### config.mk
export PLATFORM = sky130hd
export DESIGN_NAME = ic_rsp_order_queue
export DESIGN_NICKNAME = d
export VERILOG_FILES = /design/src/rtl/ic_rsp_order_queue_pkg.sv /design/src/rtl/ic_rsp_order_queue_age_timer.sv /design/src/rtl/ic_rsp_order_queue.sv
export SDC_FILE = /design/constraint.sdc
export NUM_CORES = 1
export LEC_CHECK = 0
export ABC_AREA = 1
export CORE_ASPECT_RATIO = 0.9
export CORE_MARGIN = 10
export CORE_UTILIZATION = 30
export DETAILED_ROUTE_END_ITERATION = 8
export GPL_TIMING_DRIVEN = 0
export PLACE_DENSITY = 0.58
export SLEW_MARGIN = 20
export SYNTH_ARGS = -nofsm -noshare
export SYNTH_HDL_FRONTEND = slang
export SYNTH_SLANG_ARGS = --single-unit
### constraint.sdc
create_clock -name g_clk -period 2.6 [get_ports g_clk]
set_input_delay 0.52 -clock g_clk [delete_from_list [all_inputs] [get_ports g_clk]]
set_output_delay 0.52 -clock g_clk [all_outputs]
set_load 0.005 [all_outputs]
### src/rtl/ic_rsp_order_queue_pkg.sv
// Shared definitions for the response-order queue.
// Contents:
//   ptr_width()  - index width for a queue of a given depth (at least 1 bit)
//   cnt_width()  - occupancy width for a queue of a given depth (holds 0..depth)
//   err_cause_t  - individual protocol-error causes, ORed into the sticky flag
package ic_rsp_order_queue_pkg;

  function automatic int ptr_width(input int depth);
    return (depth > 1) ? $clog2(depth) : 1;
  endfunction

  function automatic int cnt_width(input int depth);
    return $clog2(depth + 1);
  endfunction

  typedef struct packed {
    logic multihot;   // more than one request bit set
    logic overflow;   // valid request refused because the queue is full
    logic stray_rsp;  // response bit outside the current grant
  } err_cause_t;

endpackage

### src/rtl/ic_rsp_order_queue_age_timer.sv
// ic_rsp_age_timer: counts how long the oldest queue entry has waited.
// Ports:
//   g_clk, g_resetn - clock, synchronous active-low reset
//   clear           - restart the count (pop, retire or empty queue)
//   enable          - advance the count this cycle
//   expire          - count has reached TIMEOUT_CYCLES-1
// With TIMEOUT_CYCLES == 0 no register is built and expire is tied low.
module ic_rsp_age_timer #(
  parameter int TIMEOUT_CYCLES = 0
) (
  input  logic g_clk,
  input  logic g_resetn,
  input  logic clear,
  input  logic enable,
  output logic expire
);

  generate
    if (TIMEOUT_CYCLES > 0) begin : g_timer
      localparam int AW = $clog2(TIMEOUT_CYCLES + 1);
      logic [AW-1:0] age_reg;

      // expire retires the entry, which clears the age, so the count never
      // runs past TIMEOUT_CYCLES-1.
      always_ff @(posedge g_clk) begin
        if (!g_resetn || clear) begin
          age_reg <= '0;
        end else if (enable) begin
          age_reg <= age_reg + AW'(1);
        end
      end

      assign expire = (age_reg == AW'(TIMEOUT_CYCLES - 1));
    end else begin : g_no_timer
      logic unused_inputs;
      assign unused_inputs = ^{g_clk, g_resetn, clear, enable};
      assign expire = 1'b0;
    end
  endgenerate

endmodule

### src/rtl/ic_rsp_order_queue.sv
// ic_rsp_order_queue: in-order tracker of outstanding interconnect requests.
// Ports:
//   g_clk, g_resetn - clock, synchronous active-low reset
//   requests        - one-hot (or zero) request issued this cycle
//   req_ready       - queue can accept a request (registered state only)
//   responses       - one-hot (or zero) response arriving this cycle
//   response_gnt    - device of the oldest entry; 0 when empty
//   rsp_pop         - granted response consumed this cycle
//   count/empty/full- occupancy
//   timeout         - oldest entry retired by timeout this cycle
//   timeout_dev     - device of the retired entry while timeout is high
//   err_protocol    - sticky protocol error; err_clear clears it (set wins)
module ic_rsp_order_queue
  import ic_rsp_order_queue_pkg::*;
#(
  parameter int ND             = 3,
  parameter int MAX_REQUESTS   = 4,
  parameter int TIMEOUT_CYCLES = 0
) (
  input  logic                              g_clk,
  input  logic                              g_resetn,
  input  logic [ND-1:0]                     requests,
  output logic                              req_ready,
  input  logic [ND-1:0]                     responses,
  output logic [ND-1:0]                     response_gnt,
  output logic                              rsp_pop,
  output logic [$clog2(MAX_REQUESTS+1)-1:0] count,
  output logic                              empty,
  output logic                              full,
  output logic                              timeout,
  output logic [ND-1:0]                     timeout_dev,
  output logic                              err_protocol,
  input  logic                              err_clear
);

  localparam int PW = ptr_width(MAX_REQUESTS);
  localparam int CW = cnt_width(MAX_REQUESTS);
  localparam logic [PW-1:0] LAST_PTR = PW'(MAX_REQUESTS - 1);
  localparam logic [CW-1:0] DEPTH    = CW'(MAX_REQUESTS);

  // Storage is not reset: response_gnt is gated by empty.
  logic [ND-1:0] buffer [MAX_REQUESTS];

  logic [PW-1:0] rd_ptr_reg, wr_ptr_reg;
  logic [CW-1:0] count_reg;
  logic          err_reg;
  logic          req_onehot, push, retire, expire, advance_rd;
  err_cause_t    err_cause;

  function automatic logic [PW-1:0] next_ptr(input logic [PW-1:0] p);
    return (p == LAST_PTR) ? '0 : p + PW'(1);
  endfunction

  assign req_onehot = (requests != '0) && ((requests & (requests - ND'(1))) == '0);

  assign full      = (count_reg == DEPTH);
  assign empty     = (count_reg == '0);
  assign req_ready = !full;
  assign count     = count_reg;

  // A pop in the same cycle does not make room: req_ready looks only at state.
  assign push = req_onehot && req_ready;

  assign response_gnt = empty ? '0 : buffer[rd_ptr_reg];
  assign rsp_pop      = |(responses & response_gnt);

  // A matching response in the expiry cycle wins over the timeout.
  assign retire      = expire && !empty && !rsp_pop;
  assign advance_rd  = rsp_pop || retire;
  assign timeout     = retire;
  assign timeout_dev = retire ? response_gnt : '0;

  assign err_cause.multihot  = (requests != '0) && !req_onehot;
  assign err_cause.overflow  = req_onehot && !req_ready;
  assign err_cause.stray_rsp = |(responses & ~response_gnt);

  assign err_protocol = err_reg;

  ic_rsp_age_timer #(
    .TIMEOUT_CYCLES(TIMEOUT_CYCLES)
  ) u_age_timer (
    .g_clk   (g_clk),
    .g_resetn(g_resetn),
    .clear   (empty || advance_rd),
    .enable  (!empty),
    .expire  (expire)
  );

  always_ff @(posedge g_clk) begin
    if (push) begin
      buffer[wr_ptr_reg] <= requests;
    end
  end

  always_ff @(posedge g_clk) begin
    if (!g_resetn) begin
      rd_ptr_reg <= '0;
      wr_ptr_reg <= '0;
      count_reg  <= '0;
      err_reg    <= 1'b0;
    end else begin
      if (push) begin
        wr_ptr_reg <= next_ptr(wr_ptr_reg);
      end
      if (advance_rd) begin
        rd_ptr_reg <= next_ptr(rd_ptr_reg);
      end
      count_reg <= count_reg + CW'(push) - CW'(advance_rd);
      if (|err_cause) begin
        err_reg <= 1'b1;
      end else if (err_clear) begin
        err_reg <= 1'b0;
      end
    end
  end

endmodule
==> summary.txt <==
Outcome
  • Outcome: complete, no violations

Setup path
  • CP Data Required Time: 2080 ps
  • CP arrival: 1790 ps
  • Crit path kind: reg -> out
  • CP max FO: 7
  • Crit-path max cell delay: 520 ps
  • Critical Path Source Type: flop
  • CP Capture Type: primary output
  • CP Cell Sequence: inv_2 > nand2_1 > nand3_1 > nand2_1 > nand3_1 > nand3_2 > clkdlybuf4s50_1
  • Highest-delay cell along the critical path: clkdlybuf4s50_1

GRT
  • Global route overflow: 0
  • First-pass GRT wire length: 3680 um
  • Largest net degree at the start of global routing: 13
  • GRT Total Usage: 6.50%
  • Initial antenna violation count: 0
  • Number of global-route vias before repair: 859

Power
  • Leakage: 0.749 nW
  • Maximum vdd drop: 480 uV
  • Power Density: 900 mW/mm2
  • Tot Pwr: 1.34 mW

Floorplan
  • FP Rows: 21
  • Area of the die: 0.00672 mm2
  • Initial core utilization: 31.1%
  • Core region area: 0.00370 mm2
  • Die extent in x: 85.3 um
  • Die height: 78.8 um
  • IO Count: 24

Synth
  • Post-Syn Instances: 136
  • Mapped Area: 0.00115 mm2
  • Seq cells post-synth: 22
  • Synthesis Warnings: 0
  • Synth area leaders: edfxtp_1, dfxtp_1, inv_1
  • Post-synthesis area per instance: 8.46 um2
  • Post-synth cell types: 21
  • Largest area contributor in the netlist: edfxtp_1
  • Register area share after synthesis: 48.7%
  • Post-synth top area share: 31.3%

Clocking
  • Root Buffer: clkbuf_8
  • Setup bufs post-CTS: 0
  • CTS Buf Count: 3
  • Worst-path clk slew: 70 ps
  • TritonCTS sink count: 22
  • Max H-tree Level: 1
  • Clock latency on the worst-skew pair: 250 ps
  • CTS max path bufs: 2
  • CTS tree: yes

Layout
  • Share of layout cells above drive strength 1: 9.26%
  • Nets: 180
  • Area growth, synth to finish: 29.0%
  • Max FFs per register: 12
  • Diode count: 0

Drt
  • TritonRoute pass-1 iters: 4
  • Routed Antenna Nets: 0
  • DR WL/cell: 10.6 um
  • DR iter-0 viols: 28
  • Vias per cell: 4.03
  • Vias: 838
  • DR DRC count: 0
  • Post-Route WL: 2200 um

Timing
  • FMAX: 433 MHz
  • RSZ-0062 raised after global routing: false
  • Setup Viol. Count Final: 0
  • Fin. Hold Viols: 0
  • Final Max Slew Viols: 0
  • Post-route setup slack: 289 ps
  • Fin Hold WS: 507 ps
  • Clock Skews: 2.32 ps
  • Final period util: 88.9%
  • Tmin final: 2310 ps

Job
  • Max Cap Viol: 0

Placement
  • Count of input and output buffers: 19
  • Post-detail-place hpwl: 1830 um
  • DP Worst Slack: -249 ps
  • RD Place Congestion: 0.760

Hold path
  • HP Class: reg -> reg
cells by family (layout without fill, tap and decap cells):
family / Yosys count / in the layout / share of synthesized area [%]
buffers and inverters: 39 / 62 / 14.0
other: 1 / 4 / 0.326
DFF: 22 / 22 / 48.7
and+or+nand+nor: 57 / 57 / 22.9
xor gates and xnor gates: 1 / 1 / 0.761
AOI/OAI and AO/OA: 8 / 8 / 3.91
adders and majority gates: 8 / 8 / 9.35
placed cells by master (no fill, tap or decap):
master	n
a211oi_1	1
a21oi_1	3
a22oi_1	1
buf_4	4
clkbuf_8	4
clkdlybuf4s50_1	16
conb_1	4
dfxtp_1	10
dlymetal6s2s_1	3
edfxtp_1	12
fa_1	1
ha_1	7
inv_1	34
inv_2	1
nand2_1	30
nand3_1	10
nand3_2	2
nand3_4	1
nand4_4	1
nor2_1	12
o21ai_0	2
o21ai_2	1
or2_2	1
xor2_1	1
stage by stage:
stage	TNS (ps)	cell area, um2	utilization, %	std cells
floorplan	0	1160	-	139
global placement	-306	1410	38.1	204
detailed placement	-431	1410	38.1	204
CTS	0	1470	39.5	208
global route	0	1490	40.1	208
finish	0	1490	40.1	208
path summary, 6_finish.rpt:
path | startpoint | to | slack [ps] | depth (start not counted)
max | flop | rsp_pop | 290 | 7
min | rd_ptr_reg[1] | rd_ptr_reg[1] | 510 | 2
max reg2reg | flop | count[2] | 420 | 13
min reg2reg | rd_ptr_reg[1] | rd_ptr_reg[1] | 510 | 2
cell type report:
type	instances	area, um2
timing repair buffer	19	198
multi-input combinational	78	453
clock buffer	4	55.1
fill	365	2220
tap	46	57.6
buffer	4	30.0
inverter	35	131
sequential	22	561
worst max-delay path: cells and delay by family, from the launching register on:
kind | cells | cell delay, ps
flops | 1 | 450
buf+inv | 2 | 620
simple gates | 5 | 470
report_power, final:
part           internal, mW  switching (mW)
Combinational         0.299           0.312
Clock                 0.135           0.101
Sequential            0.435          0.0544
Total                 0.869           0.468
what timing repair did:
item,in CTS,in global routing
setup endpoints to repair,0,2
gates resized for setup,0,5
hold buffers,0,0
layer usage:
layer	global-route usage, %	vias to the layer above	part of all wire, %
li1	-	460	-
met1	7.78	359	48
met2	10.3	17	43
met3	2.45	2	8.1
met4	2.47	0	0.64
met5	0	-	0
Yosys cell counts:
cell type  instances
inv_2              1
nand2_1           30
nor2_1            12
nand3_1           10
a22oi_1            1
inv_1             34
conb_1             1
dfxtp_1           10
o21ai_0            2
nand4_2            1
buf_4              4
a211oi_1           1
o21ai_1            1
edfxtp_1          12
or2_2              1
a21oi_1            3
ha_1               7
nand3_4            1
nand3_2            2
xor2_1             1
fa_1               1
(Power assumes the default switching activity.)
